## src/rtl/video_pkg.sv

```systemverilog
// Shared 720p video constants, colour types and motion encoding for the HDMI pattern path.
package video_pkg;

    localparam int unsigned H_ACTIVE_720P = 1280;
    localparam int unsigned H_FRONT_720P  = 110;
    localparam int unsigned H_SYNC_720P   = 40;
    localparam int unsigned H_BACK_720P   = 220;
    localparam int unsigned H_TOTAL_720P  = 1650;
    localparam int unsigned V_ACTIVE_720P = 720;
    localparam int unsigned V_FRONT_720P  = 5;
    localparam int unsigned V_SYNC_720P   = 5;
    localparam int unsigned V_BACK_720P   = 20;
    localparam int unsigned V_TOTAL_720P  = 750;

    localparam int unsigned RGB_BITS = 8;

    typedef struct packed {
        logic [RGB_BITS-1:0] r;
        logic [RGB_BITS-1:0] g;
        logic [RGB_BITS-1:0] b;
    } rgb_t;

    localparam rgb_t FG_DEFAULT = '{r: 8'hFF, g: 8'hFF, b: 8'hFF};
    localparam rgb_t BG_DEFAULT = '{r: 8'h00, g: 8'h00, b: 8'h8B};

    // Encoding is {moving_left, moving_up} so a reflection is a single bit flip.
    typedef enum logic [1:0] {
        DirRightDown = 2'b00,
        DirRightUp   = 2'b01,
        DirLeftDown  = 2'b10,
        DirLeftUp    = 2'b11
    } dir_t;

endpackage

```

## src/rtl/square_motion.sv

```systemverilog
// Square position registers and direction state machine; moves once per unpaused frame
// and pulses o_bounce for one cycle whenever either axis reflects.
module square_motion
    import video_pkg::*;
#(
    parameter int unsigned H_ACTIVE = H_ACTIVE_720P,
    parameter int unsigned V_ACTIVE = V_ACTIVE_720P,
    parameter int unsigned SQ_SIZE  = 200,
    parameter int unsigned STEP     = 2,
    parameter int unsigned X_W      = 11,
    parameter int unsigned Y_W      = 10
) (
    input  logic           i_clk_pxl,
    input  logic           i_reset,
    input  logic           i_nf,
    input  logic           i_pause,
    output logic [X_W-1:0] o_sq_x,
    output logic [Y_W-1:0] o_sq_y,
    output logic           o_bounce
);

    localparam logic [X_W:0] X_MAX  = (X_W+1)'(H_ACTIVE - SQ_SIZE);
    localparam logic [X_W:0] X_STEP = (X_W+1)'(STEP);
    localparam logic [Y_W:0] Y_MAX  = (Y_W+1)'(V_ACTIVE - SQ_SIZE);
    localparam logic [Y_W:0] Y_STEP = (Y_W+1)'(STEP);

    dir_t           dir_q;
    logic           moving_left;
    logic           moving_up;
    logic [X_W:0]   x_sum;
    logic [Y_W:0]   y_sum;
    logic [X_W-1:0] x_next;
    logic [Y_W-1:0] y_next;
    logic           x_flip;
    logic           y_flip;

    always_comb begin
        moving_left = dir_q inside {DirLeftDown, DirLeftUp};
        moving_up   = dir_q inside {DirRightUp, DirLeftUp};
        x_sum       = {1'b0, o_sq_x} + X_STEP;
        y_sum       = {1'b0, o_sq_y} + Y_STEP;
        x_next      = o_sq_x;
        y_next      = o_sq_y;
        x_flip      = 1'b0;
        y_flip      = 1'b0;

        if (!moving_left) begin
            if (x_sum >= X_MAX) begin
                x_next = X_MAX[X_W-1:0];
                x_flip = 1'b1;
            end else begin
                x_next = x_sum[X_W-1:0];
            end
        end else if ({1'b0, o_sq_x} <= X_STEP) begin
            x_next = '0;
            x_flip = 1'b1;
        end else begin
            x_next = o_sq_x - X_STEP[X_W-1:0];
        end

        if (!moving_up) begin
            if (y_sum >= Y_MAX) begin
                y_next = Y_MAX[Y_W-1:0];
                y_flip = 1'b1;
            end else begin
                y_next = y_sum[Y_W-1:0];
            end
        end else if ({1'b0, o_sq_y} <= Y_STEP) begin
            y_next = '0;
            y_flip = 1'b1;
        end else begin
            y_next = o_sq_y - Y_STEP[Y_W-1:0];
        end
    end

    always_ff @(posedge i_clk_pxl) begin
        if (i_reset) begin
            o_sq_x   <= '0;
            o_sq_y   <= '0;
            dir_q    <= DirRightDown;
            o_bounce <= 1'b0;
        end else begin
            o_bounce <= 1'b0;
            if (i_nf && !i_pause) begin
                o_sq_x   <= x_next;
                o_sq_y   <= y_next;
                // A corner hit flips both bits but still yields a single pulse.
                dir_q    <= dir_t'({moving_left ^ x_flip, moving_up ^ y_flip});
                o_bounce <= x_flip | y_flip;
            end
        end
    end

endmodule

```

## src/rtl/bouncing_square_painter.sv

```systemverilog
// Pixel-colour stage: hit-tests the moving square, selects FG/BG colour and delays
// sync/DE through a two-stage pipeline so everything leaves together.
module bouncing_square_painter
    import video_pkg::*;
#(
    parameter int unsigned H_ACTIVE    = H_ACTIVE_720P,
    parameter int unsigned V_ACTIVE    = V_ACTIVE_720P,
    parameter int unsigned SQ_SIZE     = 200,
    parameter int unsigned STEP        = 2,
    parameter int unsigned X_W         = 11,
    parameter int unsigned Y_W         = 10,
    parameter int unsigned COLOUR_BITS = 8,
    parameter logic [3*COLOUR_BITS-1:0] FG_RGB = FG_DEFAULT,
    parameter logic [3*COLOUR_BITS-1:0] BG_RGB = BG_DEFAULT
) (
    input  logic                   i_clk_pxl,
    input  logic                   i_reset,
    input  logic [X_W-1:0]         i_sx,
    input  logic [Y_W-1:0]         i_sy,
    input  logic                   i_hsync,
    input  logic                   i_vsync,
    input  logic                   i_de,
    input  logic                   i_nf,
    input  logic                   i_pause,
    output logic [COLOUR_BITS-1:0] o_r,
    output logic [COLOUR_BITS-1:0] o_g,
    output logic [COLOUR_BITS-1:0] o_b,
    output logic                   o_hsync,
    output logic                   o_vsync,
    output logic                   o_de,
    output logic [X_W-1:0]         o_sq_x,
    output logic [Y_W-1:0]         o_sq_y,
    output logic                   o_bounce
);

    localparam int unsigned MIN_ACTIVE = (H_ACTIVE < V_ACTIVE) ? H_ACTIVE : V_ACTIVE;
    localparam logic [X_W:0] X_SIZE = (X_W+1)'(SQ_SIZE);
    localparam logic [Y_W:0] Y_SIZE = (Y_W+1)'(SQ_SIZE);

    if (SQ_SIZE >= H_ACTIVE) begin : g_chk_h
        $fatal(1, "SQ_SIZE must be smaller than H_ACTIVE");
    end
    if (SQ_SIZE >= V_ACTIVE) begin : g_chk_v
        $fatal(1, "SQ_SIZE must be smaller than V_ACTIVE");
    end
    if (SQ_SIZE < MIN_ACTIVE && STEP >= MIN_ACTIVE - SQ_SIZE) begin : g_chk_step
        $fatal(1, "STEP must be smaller than the square's travel range");
    end

    logic [X_W-1:0]           sq_x;
    logic [Y_W-1:0]           sq_y;
    logic                     hit;
    logic                     s1_inside_q;
    logic                     s1_de_q;
    logic                     s1_hsync_q;
    logic                     s1_vsync_q;
    logic [3*COLOUR_BITS-1:0] colour;
    logic [3*COLOUR_BITS-1:0] rgb_q;

    square_motion #(
        .H_ACTIVE (H_ACTIVE),
        .V_ACTIVE (V_ACTIVE),
        .SQ_SIZE  (SQ_SIZE),
        .STEP     (STEP),
        .X_W      (X_W),
        .Y_W      (Y_W)
    ) u_motion (
        .i_clk_pxl (i_clk_pxl),
        .i_reset   (i_reset),
        .i_nf      (i_nf),
        .i_pause   (i_pause),
        .o_sq_x    (sq_x),
        .o_sq_y    (sq_y),
        .o_bounce  (o_bounce)
    );

    assign o_sq_x = sq_x;
    assign o_sq_y = sq_y;

    // Upper bounds widened by one bit so a square near the far edge cannot wrap.
    always_comb begin
        hit = (i_sx >= sq_x) && ({1'b0, i_sx} < ({1'b0, sq_x} + X_SIZE)) &&
              (i_sy >= sq_y) && ({1'b0, i_sy} < ({1'b0, sq_y} + Y_SIZE));
    end

    always_comb begin
        colour = '0;
        if (s1_de_q) begin
            colour = s1_inside_q ? FG_RGB : BG_RGB;
        end
    end

    always_ff @(posedge i_clk_pxl) begin
        if (i_reset) begin
            s1_inside_q <= 1'b0;
            s1_de_q     <= 1'b0;
            s1_hsync_q  <= 1'b0;
            s1_vsync_q  <= 1'b0;
            rgb_q       <= '0;
            o_hsync     <= 1'b0;
            o_vsync     <= 1'b0;
            o_de        <= 1'b0;
        end else begin
            s1_inside_q <= hit;
            s1_de_q     <= i_de;
            s1_hsync_q  <= i_hsync;
            s1_vsync_q  <= i_vsync;
            rgb_q       <= colour;
            o_hsync     <= s1_hsync_q;
            o_vsync     <= s1_vsync_q;
            o_de        <= s1_de_q;
        end
    end

    assign o_r = rgb_q[3*COLOUR_BITS-1 -: COLOUR_BITS];
    assign o_g = rgb_q[2*COLOUR_BITS-1 -: COLOUR_BITS];
    assign o_b = rgb_q[COLOUR_BITS-1:0];

endmodule
```

## config.mk

```make
export PLATFORM = sky130hd
export DESIGN_NAME = bouncing_square_painter
export DESIGN_NICKNAME = d
export VERILOG_FILES = /design/src/rtl/video_pkg.sv /design/src/rtl/square_motion.sv /design/src/rtl/bouncing_square_painter.sv
export SDC_FILE = /design/constraint.sdc
export NUM_CORES = 1
export LEC_CHECK = 0
export BUFFER_PORTS_ARGS = -buffer_cell sky130_fd_sc_hd__buf_2
export CORE_AREA = 2 2 90 92
export CTS_CLUSTER_DIAMETER = 50
export DETAILED_ROUTE_END_ITERATION = 12
export DIE_AREA = 0 0 92 94
export HOLD_SLACK_MARGIN = 0.15
export PLACE_DENSITY = 0.67
export SYNTH_ARGS = -nofsm -noshare
export SYNTH_HDL_FRONTEND = slang
export SYNTH_SLANG_ARGS = --single-unit
```

## constraint.sdc

```tcl
create_clock -name i_clk_pxl -period 3 [get_ports i_clk_pxl]
set_input_delay 0.6 -clock i_clk_pxl [delete_from_list [all_inputs] [get_ports i_clk_pxl]]
set_output_delay 0.6 -clock i_clk_pxl [all_outputs]
set_load 0.02 [all_outputs]
```

Word level (Yosys, flattened, before mapping). Index checks and enable logic that the tools add are counted.

Register bits: 55. Input port bits: 28. Output and inout bits: 49. Word-level logic and storage cells: 56.

$add $sub $neg: 6. Order comparisons: 8. Eq/ne operators: 3. Multiplexer cells: 13. Bitwise operators: 5. Reductions and logical operators: 9.

Operators by type and width (count): $mux 11 (3); $mux 10 (3); $mux 24 (1); $add 11x2->12 const B (1); $add 11x8->12 const B (1); $ge 12x11->1 const B (1); $lt 11x12->1 (1); $add 10x2->11 const B (1); $add 10x8->11 const B (1); $ge 11x10->1 const B (1); $ge 11x11->1 (1); $le 11x2->1 const B (1); $lt 10x11->1 (1); $sub 11x2->11 const B (1); $ge 10x10->1 (1); $le 10x2->1 const B (1); $sub 10x2->10 const B (1); $mux 1 (6); $eq 2x2->1 const B (2); $logic_and 1x1->1 (4); $reduce_bool 2->1 (2); $reduce_or 2->1 (2); $eq 2x1->1 const B (1); $not 1->1 (2); other kinds (3) (4).

Longest topological paths before layout.
Depth in word-level cells: 5. Gate-level depth with buffers: 12. Depth with buffers taken out: 11.

Cells and area by module. From an unflattened synthesis, not the netlist that was laid out.

Cell total of the unflattened synthesis: 462. Area total of the unflattened synthesis: 3535.9 µm².

By module, submodules not included: square_motion (instances 1, cells each 287, area each 2068.2 µm², sequential area each 440.4 µm²); bouncing_square_painter (instances 1, cells each 175, area each 1467.7 µm², sequential area each 180.2 µm²).

Least setup slack after synthesis. No wires, ideal clock.

Path kind: reg2reg. From: register u_motion.o_sq_x[3]. To: register s1_inside_q. Data arrival time: 2.509 ns. Path slack: 0.399 ns. Cell stages (with the launch flop): 13. Path buffers: 1. Clock period less this slack: 2.601 ns. Cell sequence: dfxtp_1 -> ha_1 -> clkbuf_1 -> a211o_1 -> nand2_1 -> xnor2_1 -> ha_1 -> o21a_1 -> o21a_1 -> o21ai_0 -> a21oi_1 -> a2111o_1 -> nor4_1.

Cells in the longest elaborated chain, start to end: 5.

Ends and longest elaborated chain: from (decl) (RTL line square_motion.sv:17) `output logic [X_W-1:0] o_sq_x,`; from (signal assigned) (RTL line square_motion.sv:85) `o_sq_x <= x_next;`; $add 11x8->12 (RTL line bouncing_square_painter.sv:82) `hit = (i_sx >= sq_x) && ({1'b0, i_sx} < ({1'b0, sq_x} + X_SIZE)) &&`; $lt 11x12->1 (RTL line bouncing_square_painter.sv:82); $logic_and 1x1->1 * (2 in series) (RTL line bouncing_square_painter.sv:82); $logic_and 1x1->1 * (RTL line bouncing_square_painter.sv:83) `(i_sy >= sq_y) && ({1'b0, i_sy} < ({1'b0, sq_y} + Y_SIZE));`; to (signal assigned) (RTL line bouncing_square_painter.sv:104) `s1_inside_q <= hit;`; to (decl) (RTL line bouncing_square_painter.sv:53) `logic s1_inside_q;`.

Mark *: on every way between the ends. The rest lies on a longest branch, timed or not. A chain may end at the register's enable or synchronous reset.

Final worst setup path.
From: register u_motion.o_sq_y[2]. To: register u_motion.o_bounce.

Cells in the longest elaborated chain, start to end: 5.

Ends and longest elaborated chain: from (decl) (RTL line square_motion.sv:18) `output logic [Y_W-1:0] o_sq_y,`; from (signal assigned) (RTL line square_motion.sv:86) `o_sq_y <= y_next;`; $add 10x2->11 (RTL line square_motion.sv:41) `y_sum = {1'b0, o_sq_y} + Y_STEP;`; $ge 11x10->1 (RTL line square_motion.sv:62) `if (y_sum >= Y_MAX) begin`; $mux 1 (RTL line square_motion.sv:62); $mux 1 * (RTL line square_motion.sv:61) `if (!moving_up) begin`; $or 1x1->1 * (RTL line square_motion.sv:89) `o_bounce <= x_flip | y_flip;`; to (signal assigned) (RTL line square_motion.sv:89); to (decl) (RTL line square_motion.sv:19) `output logic o_bounce`.

Marked as above.

==> results.ini <==
[routing]
antenna_left = 0
post_drt_wl_per_cell_um = 14.67
vias_per_cell = 5.671
drt_pass1_iterations = 5
wirelength_um = 8731
drt_iter0_markers = 184
drcViolationCount = 0
via_count = 3374

[yosys]
syn-cell-area_um2 = 3368
postSynthCellCount = 448
synth_edf_count = 0
ys_ff_latch = 31
yosys_warnings = 0
synth_ff_type = dfxtp_1
syn_avg_cell_area_um2 = 7.518
ys_types = 63
ys_seq_area_share_pct = 18.42
async_reset_ff_share_pct = 0

[pwr]
power.density_nw_per_um2 = 298.5
netSwitchingFraction_pct = 29.77
pwr-share-seq_pct = 38.7
ir_drop_mv = 0.1436
p_comb_share_pct = 22.7
clkPwrFrac_pct = 38.5
power.internal_mw = 0.7954
power_switching_mw = 0.3372
leakagePower_nw = 1.646
total_power_mw = 1.133

[job]
maxCapViolCount = 0

[global_routing]
grt_pass1_wl_um = 14370
antenna_found_initial = 0
busiest_layer = met2
grt_util_all_layers_pct = 20.01
use_met2_pct = 35.97
grt_pass1_vias = 3045
grt_overflow_total = 0
grt_use_met3_pct = 2.568
use_met1_pct = 25.78
grt_max_degree = 25

[clock_tree]
hold_buffers = 0
clock_latency_ns = 0.29
cts_buffers = 5
path_clk_slew_ns = 0.08
postCtsSetupBuffers = 0
cts_root_buffer = clkbuf_8
htreeDepth = 2
cts.sink_count = 31
clk_path_buf_depth = 2
cts_resized = 0
cts_tree = done

[critical_path]
r2r-start = u_motion.o_sq_y[2]
cp-start-kind = register
crit_type = register to register
worstSetupEndpoint = u_motion.o_bounce
reg2reg_to = u_motion.o_bounce
ff2ff_setup_slack_ns = 0.45
crit_arrival_ns = 2.72
required_ns = 3.17
crit_path_end_kind = register
reg2reg_depth = 8
startpoint = u_motion.o_sq_y[2]
cp_max_fo = 10

[min_path]
hp-class = register to register
hold-path-cell-count = 1

[die]
num_rows = 32
die_area_um2 = 8648
ioPinCount = 77
die_y_um = 94
start_util_pct = 44.28
die-width_um = 92
coreArea_um2 = 7607

[final_layout]
syn2layout_area_growth_pct = 12.63
final_common_cell = buf_2
fin_util_pct = 49.87
final_cell_mix = buf_2, ha_1, a21oi_1, nand2_1, dfxtp_1
drive_gt1_share_pct = 20.89
final_nets = 564
stdcell_area_um2 = 3794
fill_cells = 766
final_cells = 595
n_antenna_cell = 0

[placed_design]
numPortBuffers = 72
gp_congestion = 0.8620
dp_hpwl_um = 6716
place_area_um2 = 3676
place_inst = 587
place_ws_ns = 0.4559

[timing]
min_period_over_period_pct = 85.07
finalSetupTns_ns = 0
clock_skew_ns = 0.01768
rsz0062_at_grt = no
finalCriticalPeriod_ns = 2.552
tightest_slew_ns = 0.7765
whs_ns = 0.4302
setup_violations = 0
hold_viol = 0
max_freq_mhz = 391.8
fin_ws_ns = 0.4478
slew_headroom_pct = 47.75
final_max_slew_viol_count = 0

[run_status]
outcome = completed

## logic make-up after synthesis
| kind of cell | after synthesis | synth area share, % |
|---|---|---|
| AND/OR/NAND/NOR | 131 | 20.25 |
| other | 1 | 0.1113 |
| buffers and inverters | 83 | 12.48 |
| adder cells (fa/ha/maj) | 44 | 16.34 |
| XOR/XNOR | 17 | 4.420 |
| AO/OA/AOI/OAI | 138 | 27.04 |
| flip-flops | 31 | 18.43 |
| multiplexers | 3 | 0.9287 |
## Yosys cell counts (10+ instances only)
master / count / area, um2
ha_1: 44 / 550.5
a21oi_1: 42 / 210.2
nand2_1: 34 / 127.6
dfxtp_1: 31 / 620.6
inv_1: 30 / 112.6
buf_4: 24 / 180.2
o21ai_0: 23 / 115.1
nor2_1: 20 / 75.07
clkbuf_1: 18 / 67.56
xnor2_1: 17 / 148.9
nor3_1: 16 / 80.08
nand3_1: 10 / 50.05
## metal layers
metal	wire, um	vias up
met5	0	-
met4	68	0
met3	517	11
met2	4223	154
met1	3921	1506
li1	-	1703
## power groups by stage
stage / sequential (mW) / clock [mW] / combinational (mW)
final: 0.438 / 0.436 / 0.258
after CTS: 0.438 / 0.447 / 0.257
after detailed placement: 0.448 / 0 / 0.256
after global routing: 0.441 / 0.462 / 0.293
after global placement: 0.447 / 0 / 0.251
after floorplan: 0.454 / 0 / 0.173
## sequential cells by signal, summed over array words and instances (netlist names)
register,count
s1_de_q,1
rgb_q,2
u_motion.o_sq_y,9
s1_hsync_q,1
o_de,1
s1_inside_q,1
u_motion.o_bounce,1
s1_vsync_q,1
o_hsync,1
u_motion.dir_q,2
u_motion.o_sq_x,10
o_vsync,1
## worst max-delay path: stages, from the launching register on
cell	delay [ns]
dfxtp_1	0.50
ha_1	0.36
and4_1	0.44
o211ai_1	0.17
mux2i_1	0.18
a211oi_2	0.33
buf_4	0.20
or2_0	0.15
a21oi_1	0.10
## final cells by class
type                            count  area, um2  share of cell area (%)
Clock buffer                        6      82.58                   2.177
Sequential cell                    31      620.6                   16.36
Tap cell                          102      127.6                   3.364
Inverter                           31      116.4                   3.067
Multi-Input combinational cell    335       2331                   61.44
Clock inverter                      2      35.03                  0.9235
Timing Repair Buffer               88      480.5                   12.66
## worst min path at each step
stage	from	slack, ns	endpoint
detailed placement	s1_inside_q	0.42	rgb_q[22]
finish	s1_inside_q	0.43	rgb_q[22]
global placement	s1_inside_q	0.41	rgb_q[22]
floorplan	s1_inside_q	0.41	rgb_q[22]
global route	s1_inside_q	0.46	rgb_q[22]
CTS	s1_inside_q	0.43	rgb_q[22]
No activity file was read; power rests on OpenSTA's default activity.
